===== config.mk =====
export PLATFORM = sky130hd
export DESIGN_NAME = pc_sequencer
export DESIGN_NICKNAME = d
export VERILOG_FILES = /design/src/rtl/pc_seq_pkg.sv /design/src/rtl/return_addr_stack.sv /design/src/rtl/pc_sequencer.sv
export SDC_FILE = /design/constraint.sdc
export NUM_CORES = 1
export LEC_CHECK = 0
export BUFFER_PORTS_ARGS = -buffer_cell sky130_fd_sc_hd__buf_2
export CORE_MARGIN = 2
export CORE_UTILIZATION = 58
export DETAILED_ROUTE_END_ITERATION = 8
export HOLD_SLACK_MARGIN = 0.12
export PLACE_DENSITY = 0.77
export SYNTH_ARGS = -nofsm -noshare
export SYNTH_HDL_FRONTEND = slang
export SYNTH_SLANG_ARGS = --single-unit

===== constraint.sdc =====
create_clock -name clock -period 8.7 [get_ports clock]
set_input_delay 0.87 -clock clock [delete_from_list [all_inputs] [get_ports clock]]
set_output_delay 0.87 -clock clock [all_outputs]
set_load 0.02 [all_outputs]

===== src/rtl/pc_seq_pkg.sv =====
// pc_seq_pkg: shared definitions for the program-counter sequencer.
//   pc_op_t     3-bit next-PC operation select
//   PC_OP_*     operation encodings; 6 and 7 are reserved and act as HOLD
package pc_seq_pkg;

  typedef logic [2:0] pc_op_t;

  localparam pc_op_t PC_OP_HOLD   = 3'd0;
  localparam pc_op_t PC_OP_INC    = 3'd1;
  localparam pc_op_t PC_OP_BRANCH = 3'd2;
  localparam pc_op_t PC_OP_JUMP   = 3'd3;
  localparam pc_op_t PC_OP_CALL   = 3'd4;
  localparam pc_op_t PC_OP_RET    = 3'd5;

endpackage


===== src/rtl/return_addr_stack.sv =====
// return_addr_stack: circular LIFO of return addresses.
// A push while full overwrites the oldest entry, so the newest DEPTH
// entries always pop back in order. A pop while empty is ignored.
// Ports:
//   clock      rising-edge clock
//   clear      synchronous active-high reset (pointer and count only)
//   push       write push_data on top of the stack
//   pop        remove the top entry
//   push_data  address to push
//   top_data   current top entry (valid when count != 0)
//   count      number of valid entries, saturates at DEPTH
module return_addr_stack
  import pc_seq_pkg::*;
#(
  parameter int WIDTH = 32,
  parameter int DEPTH = 8,
  localparam int CNT_W = $clog2(DEPTH + 1),
  localparam int PTR_W = $clog2(DEPTH)
) (
  input  logic             clock,
  input  logic             clear,
  input  logic             push,
  input  logic             pop,
  input  logic [WIDTH-1:0] push_data,
  output logic [WIDTH-1:0] top_data,
  output logic [CNT_W-1:0] count
);

  logic [WIDTH-1:0] mem [DEPTH];
  logic [PTR_W-1:0] sp_p0;   // next free slot; wraps because DEPTH is a power of two
  logic [CNT_W-1:0] cnt_p0;

  assign top_data = mem[sp_p0 - PTR_W'(1)];
  assign count    = cnt_p0;

  always_ff @(posedge clock) begin
    if (clear) begin
      sp_p0  <= '0;
      cnt_p0 <= '0;
    end else if (push) begin
      sp_p0 <= sp_p0 + PTR_W'(1);
      if (cnt_p0 != CNT_W'(DEPTH))
        cnt_p0 <= cnt_p0 + CNT_W'(1);
    end else if (pop && (cnt_p0 != '0)) begin
      sp_p0  <= sp_p0 - PTR_W'(1);
      cnt_p0 <= cnt_p0 - CNT_W'(1);
    end
  end

  always_ff @(posedge clock) begin
    if (push && !clear)
      mem[sp_p0] <= push_data;
  end

endmodule


===== src/rtl/pc_sequencer.sv =====
// pc_sequencer: opcode-driven next-PC generator with a return-address stack.
// Optional interrupt entry is compiled in with `define PC_SEQ_IRQ_EN.
// Ports:
//   clock, clear        rising-edge clock, synchronous active-high reset
//   enable              advance strobe; low holds all state
//   pc_op               HOLD/INC/BRANCH/JUMP/CALL/RET (6,7 = HOLD)
//   CON                 branch condition
//   target              absolute JUMP/CALL address
//   offset              sign-extended BRANCH offset
//   newPC               registered current PC
//   ras_count/full/empty  return-stack occupancy
//   ras_overflow        sticky: CALL (or irq) while full
//   ras_underflow       sticky: RET while empty
//   irq, irq_ack        (PC_SEQ_IRQ_EN only) interrupt request / registered ack
module pc_sequencer
  import pc_seq_pkg::*;
#(
  parameter int                  PC_WIDTH     = 32,
  parameter int                  STEP         = 1,
  parameter int                  RAS_DEPTH    = 8,
  parameter logic [PC_WIDTH-1:0] RESET_VECTOR = '0,
`ifdef PC_SEQ_IRQ_EN
  parameter logic [31:0]         IRQ_VECTOR   = 32'h0000_0100,
`endif
  localparam int CNT_W = $clog2(RAS_DEPTH + 1)
) (
  input  logic                clock,
  input  logic                clear,
  input  logic                enable,
  input  pc_op_t              pc_op,
  input  logic                CON,
  input  logic [PC_WIDTH-1:0] target,
  input  logic [PC_WIDTH-1:0] offset,
`ifdef PC_SEQ_IRQ_EN
  input  logic                irq,
  output logic                irq_ack,
`endif
  output logic [PC_WIDTH-1:0] newPC,
  output logic [CNT_W-1:0]    ras_count,
  output logic                ras_full,
  output logic                ras_empty,
  output logic                ras_overflow,
  output logic                ras_underflow
);

  logic [PC_WIDTH-1:0]        pc_p0;
  logic                       ovf_p0;
  logic                       unf_p0;
  logic signed [PC_WIDTH-1:0] offset_s;
  logic [PC_WIDTH-1:0]        pc_inc;
  logic [PC_WIDTH-1:0]        pc_br;
  logic [PC_WIDTH-1:0]        pc_next;
  logic [PC_WIDTH-1:0]        push_data;
  logic [PC_WIDTH-1:0]        ras_top;
  logic                       push;
  logic                       pop;
  logic                       set_ovf;
  logic                       set_unf;
`ifdef PC_SEQ_IRQ_EN
  logic                       irq_take;
  logic                       irq_ack_p0;
`endif

  assign offset_s = signed'(offset);
  assign pc_inc   = pc_p0 + PC_WIDTH'(STEP);
  assign pc_br    = PC_WIDTH'(signed'(pc_p0) + offset_s);

  assign ras_full  = (ras_count == CNT_W'(RAS_DEPTH));
  assign ras_empty = (ras_count == '0);

  always_comb begin
    pc_next   = pc_p0;
    push      = 1'b0;
    pop       = 1'b0;
    push_data = pc_inc;
    set_ovf   = 1'b0;
    set_unf   = 1'b0;
`ifdef PC_SEQ_IRQ_EN
    irq_take  = 1'b0;
`endif
    if (enable) begin
`ifdef PC_SEQ_IRQ_EN
      // The interrupted instruction has not run yet, so its own PC is saved.
      if (irq) begin
        irq_take  = 1'b1;
        push      = 1'b1;
        push_data = pc_p0;
        pc_next   = PC_WIDTH'(IRQ_VECTOR);
        set_ovf   = ras_full;
      end else
`endif
      begin
        case (pc_op)
          PC_OP_INC:    pc_next = pc_inc;
          PC_OP_BRANCH: pc_next = CON ? pc_br : pc_inc;
          PC_OP_JUMP:   pc_next = target;
          PC_OP_CALL: begin
            push    = 1'b1;
            pc_next = target;
            set_ovf = ras_full;
          end
          PC_OP_RET: begin
            if (ras_empty) begin
              pc_next = pc_inc;
              set_unf = 1'b1;
            end else begin
              pop     = 1'b1;
              pc_next = ras_top;
            end
          end
          default: pc_next = pc_p0;
        endcase
      end
    end
  end

  // ---- register stage: PC and sticky flags ----
  always_ff @(posedge clock) begin
    if (clear) begin
      pc_p0  <= RESET_VECTOR;
      ovf_p0 <= 1'b0;
      unf_p0 <= 1'b0;
`ifdef PC_SEQ_IRQ_EN
      irq_ack_p0 <= 1'b0;
`endif
    end else begin
      pc_p0  <= pc_next;
      ovf_p0 <= ovf_p0 | set_ovf;
      unf_p0 <= unf_p0 | set_unf;
`ifdef PC_SEQ_IRQ_EN
      irq_ack_p0 <= irq_take;
`endif
    end
  end

  assign newPC         = pc_p0;
  assign ras_overflow  = ovf_p0;
  assign ras_underflow = unf_p0;
`ifdef PC_SEQ_IRQ_EN
  assign irq_ack = irq_ack_p0;
`endif

  return_addr_stack #(
    .WIDTH (PC_WIDTH),
    .DEPTH (RAS_DEPTH)
  ) u_ras (
    .clock     (clock),
    .clear     (clear),
    .push      (push),
    .pop       (pop),
    .push_data (push_data),
    .top_data  (ras_top),
    .count     (ras_count)
  );

endmodule


# --- Word level (Yosys, flattened, before mapping) ---
# Memories as Yosys holds them, arrays and structs flattened.
# Cells that the tools add are included.
totals:
  memories: 1
  reg_bits: 41
  ram_bits: 256
  elab_cells: 52
  output_inout_bits: 40
op_classes:
  eq_ne: 8
  reduce_logical: 10
  bitwise: 2
  add_sub_neg: 6
  mux: 20
mem_list:
  columns: ["name", "depth", "word_bits", "read_ports", "rd_ports_with_merged_regs", "write_ports", "line_no", "rtl"]
  rows:
  - ["u_ras.mem", 8, 32, 1, 0, 1, "return_addr_stack.sv:29", "logic [WIDTH-1:0] mem [DEPTH];"]
op_table:
  columns: ["cell", "n"]
  rows:
  - ["32-bit one-hot mux with 4 select lines", 1]
  - ["32-bit 2-to-1 mux", 2]
  - ["32-bit by 1-bit adder with 32-bit output (second input constant)", 1]
  - ["32-bit adder", 1]
  - ["1-bit 2-to-1 mux", 12]
  - ["4-bit 2-to-1 mux", 3]
  - ["4-bit nonzero test", 2]
  - ["3-bit by 2-bit == test with 1-bit output (second input constant)", 2]
  - ["3-bit == test (second input constant)", 2]
  - ["3-bit 2-to-1 mux", 2]
  - ["4-bit by 1-bit adder with 4-bit output (second input constant)", 1]
  - ["4-bit == test (second input constant)", 1]
  - ["4-bit logical NOT", 1]
  - ["4-bit != test (second input constant)", 1]
  - ["2-bit AND reduction", 2]
  - ["4-bit by 1-bit subtractor with 4-bit output (second input constant)", 1]
  - ["3-bit by 1-bit adder with 3-bit output (second input constant)", 1]
  - ["3-bit by 1-bit == test with 1-bit output (second input constant)", 1]
  - ["3-bit by 1-bit subtractor with 3-bit output (second input constant)", 1]
  - ["1-bit logical AND", 2]
  - ["2-bit != test (second input constant)", 1]
  - ["1-bit bitwise OR", 2]
  - ["2-bit nonzero test", 1]
  - ["2-bit OR reduction", 1]
  - ["1-bit logical NOT", 1]

# --- Depth between registers and ports, before layout ---
depth:
  word_depth: 7
  mapped_depth: 13

# --- Cells and area by module ---
# A second synthesis with hierarchy kept.
unflattened:
  hier_cells: 996
  hier_area_um2: 14387.5
modules_own_cells:
  columns: ["module", "area_per_inst_um2", "seq_area_each_um2", "n_inst", "cells_per_inst"]
  rows:
  - ["return_addr_stack", 10162.2, 7827.5, 1, 435]
  - ["pc_sequencer", 4225.3, 680.7, 1, 561]

# --- Worst setup path after synthesis ---
# OpenSTA, ideal clock, no wires.
synth_path:
  kind: "input to register"
  start: "in pc_op[1]"
  end: "mem u_ras.mem[1][0] (enable)"
  path_stages: 7
  path_buffers: 1
  setup_time_ns: 0.461
  slack_ns: 4.250
  arrival_ns: 3.988
  cell_sequence: "nand2b_1 > buf_2 > nor2_1 > nand2_1 > nor2_1 > nand2_1 > nor3_1"
synth_via:
  elab_chain_len: 6
synth_lines:
  columns: ["item", "line_no", "rtl"]
  rows:
  - ["start, declared", "pc_sequencer.sv:30", "input pc_op_t pc_op,"]
  - ["3-bit == test", "pc_sequencer.sv:93", "case (pc_op)"]
  - ["1-bit 2-to-1 mux", "pc_sequencer.sv:93", null]
  - ["1-bit 2-to-1 mux", "pc_sequencer.sv:81", "if (enable) begin"]
  - ["1-bit logical AND", "return_addr_stack.sv:51", "if (push && !clear)"]
  - ["1-bit 2-to-1 mux", "return_addr_stack.sv:51", null]
  - ["1-bit 2-to-1 mux (not written as such)", "return_addr_stack.sv:52", "mem[sp_p0] <= push_data;"]
  - ["end, declared", "return_addr_stack.sv:29", null]
# No other way between the ends.

# --- Worst setup path in the final report ---
layout_path:
  start: "reg pc_p0[0] (netlist: newPC[0])"
  end: "reg pc_p0[30] (netlist: newPC[30])"
layout_via:
  elab_chain_len: 3
  word_cells_on_any_way: 5
  classes_between: "add/sub (2); mux (3)"
layout_lines:
  columns: ["item", "line_no", "rtl"]
  rows:
  - ["start, declared", "pc_sequencer.sv:46", "logic [PC_WIDTH-1:0] pc_p0;"]
  - ["start signal, assigned", "pc_sequencer.sv:127", "pc_p0 <= pc_next;"]
  - ["32-bit by 1-bit adder with 32-bit output / 32-bit adder (equally long branches)", "pc_sequencer.sv:65, pc_sequencer.sv:66", null]
  - ["32-bit 2-to-1 mux, on equally long branches", "pc_sequencer.sv:103, pc_sequencer.sv:95", null]
  - ["32-bit one-hot mux with 4 select lines (*)", "pc_sequencer.sv:93", null]
# Every way passes the cells marked *; elsewhere a longest branch is shown, timed or not.
# A chain may end at the register's enable or synchronous reset.

==> impl_metrics.ini <==
[clocking]
clk_latency_ps = 540
holdBufCountCts = 0
cts_setup_buffers = 0
clockBufferDepth = 3
root_buffer = clkbuf_16
htreeDepth = 1
cts_tree = done
cts_resized = 0
clkSinkCount = 297
clk_pin_slew_ps = 70
numCtsBuffers = 29

[final_layout]
ff_latch_area_mm2 = 0.00851
n_antenna_cell = 0
drive_above_1_share_pct = 23.6
n_fill_cell = 1684
layout.nets = 1275
multi_input_area_mm2 = 0.00576
fin_area_mm2 = 0.0165
area.growth.synth_to_final_pct = 13.1

[power]
p_per_area_mw_per_mm2 = 210
leakage_uw = 0.00597
ir_drop_mv = 0.139
power.total_uw = 3470

[status]
status = completed

[die]
initial_utilization_pct = 59.5
rows = 57
die-area_mm2 = 0.0264
die-height_um = 162
pin_count = 111
core_area_mm2 = 0.0245
fp.dieW_um = 162

[worst_setup_path]
critical-path-slowest-cell = a2111oi_2
worstSetupPathType = flip-flop to flip-flop
cp.required_ps = 9140
arrival_ps = 4110
path_cells = ha_1 > inv_1 > fa_1 > nand2b_1 > a21oi_2 > o211ai_2 > a2111oi_2 > nor4b_1 > o31ai_1 > mux2i_1 > nand2_1
cp_max_fo = 8
slowest_delay_ps = 790
critPathLaunchType = flip-flop
end_kind = flip-flop

[routing]
wl_per_cell_um = 25.0
wirelength_um = 37800
first_pass_iters = 6
vias = 10100
vias_per_cell = 6.65
route.detailed.drc = 0
antenna_left = 0
drtIter0Drc = 1155

[yosys]
ys_types = 85
syn_area_mm2 = 0.0146
yosysMostFrequentCell = edfxtp_1
synth.area.top_cells = edfxtp_1 53%, mux4_2 9.9%, dfxtp_1 5.6%, ha_1 3.1%, a21oi_1 3.1%
ys.flop_type = edfxtp_1
synth_nets = 1170
async_flop_share_pct = 0
yosysSeqAreaShare_pct = 58.5
syn_inst = 1061
synth_top_area_share_pct = 52.8
synth_edf_count = 256
yosys_warnings = 0
synth_area_leader_cell = edfxtp_1
ys_seq_elements = 297
avgSynthCellArea_um2 = 13.7
synth_common_cells = 256 x edfxtp_1, 89 x a21oi_1, 74 x nor2_1, 73 x nand2_1, 64 x mux4_2

[place]
dp_hpwl_um = 24400
port_buffers = 110
gp_congestion = 0.898
place_area_mm2 = 0.0154

[grt]
grt_use_total_pct = 29.1
antenna_found_initial = 0
grt_max_degree = 65
overflow = 0
grt_pass1_wl_um = 57800
first_global_vias = 9737

[timing]
min_period_over_period_pct = 42.2
finalSetupTns_ps = 0
setup_viol = 0
timing_hold_violations_final = 0
maxSlewViolCount = 0
rsz0062_at_grt = no
fmax_mhz = 273
slew-limit-headroom_pct = 15.6
finalCriticalPeriod_ps = 3670
fin_worst_skew_ps = 7.78
worst_slew_pin_slew_ps = 1260

[run]
drv_cap = 0

[worst_hold_path]
hp-class = flip-flop to flip-flop
## layer usage
layer	vias up	GRT usage (%)	share of wire, %	wire [um]
met4	0	9.98	3.5	1340
met3	105	4.58	9.6	3640
met5	-	0	0	0
met2	624	45.9	47	17700
li1	4369	-	-	-
met1	4971	42.0	40	15200
## worst paths after layout
kind / startpoint / endpoint / slack, ps / cells after the start
max: newPC[0]$_SDFFE_PP0P_ / newPC[30]$_SDFFE_PP0P_ / 5030 / 11
min: ras_overflow$_SDFF_PP0_ / ras_overflow$_SDFF_PP0_ / 460 / 2
max reg2reg: newPC[0]$_SDFFE_PP0P_ / newPC[30]$_SDFFE_PP0P_ / 5030 / 11
min reg2reg: ras_overflow$_SDFF_PP0_ / ras_overflow$_SDFF_PP0_ / 460 / 2
## per-stage QoR
step	worst slack, ps	util, %	hold slack (ps)	std cells
finish	5030	67.3	463	1513
global route	4860	67.3	493	1513
CTS	5140	67.3	461	1513
detailed placement	4640	63.0	443	1459
global placement	4810	63.0	438	1459
floorplan	4250	-	498	1061
## critical path: cells and delay by family (launching register included)
family	cells	cell delay (ps)
buf+inv	1	80
mux	1	250
fa+ha+maj	2	720
simple gates	3	370
flops	1	570
compound gates	4	1580
## state kept, by name, indices dropped and copies added, names as in the netlist
name,cells
u_ras.mem,256
newPC,32
u_ras.count,4
u_ras.sp_p0,3
ras_overflow,1
ras_underflow,1
## where the power goes
part	switching [uW]	leakage, uW	internal [uW]
Clock	526	0.000521	867
Combinational	283	0.00278	174
Sequential	37.1	0.00267	1580
## cell type report
cell class / instances / share of cell area [%]
clock buffers: 37 / 4.71
clock inverters: 17 / 1.76
inverters: 17 / 0.388
multi-input cells: 696 / 35.0
flip-flops and latches: 297 / 51.7
well taps: 324 / 2.46
repair buffers: 125 / 4.03
## logic make-up after synthesis
family / count (synthesis) / synth area share [%]
adder cells (fa/ha/maj): 38 / 3.37
multiplexers: 92 / 11.8
buffers and inverters: 68 / 2.56
AO/OA/AOI/OAI: 236 / 10.5
AND/OR/NAND/NOR: 273 / 9.71
XOR/XNOR: 57 / 3.58
flip-flops: 297 / 58.5
## cell usage in the layout (no fill, tap or decap), types with 7 or more instances in the layout
cell type,instances
a21o_1,20
a21oi_1,89
a221oi_1,12
a311oi_1,10
a31oi_1,8
and3_1,7
buf_2,110
buf_4,15
bufinv_16,8
clkbuf_16,29
dfxtp_1,40
edfxtp_1,256
ha_1,35
inv_1,17
mux2i_1,28
mux4_2,64
nand2_1,73
nand2b_1,9
nand3_1,25
nand4_1,16
nor2_1,68
nor3_1,12
o21ai_0,45
or3_1,11
xnor2_1,35
xor2_1,18
(Power assumes the default switching activity.)
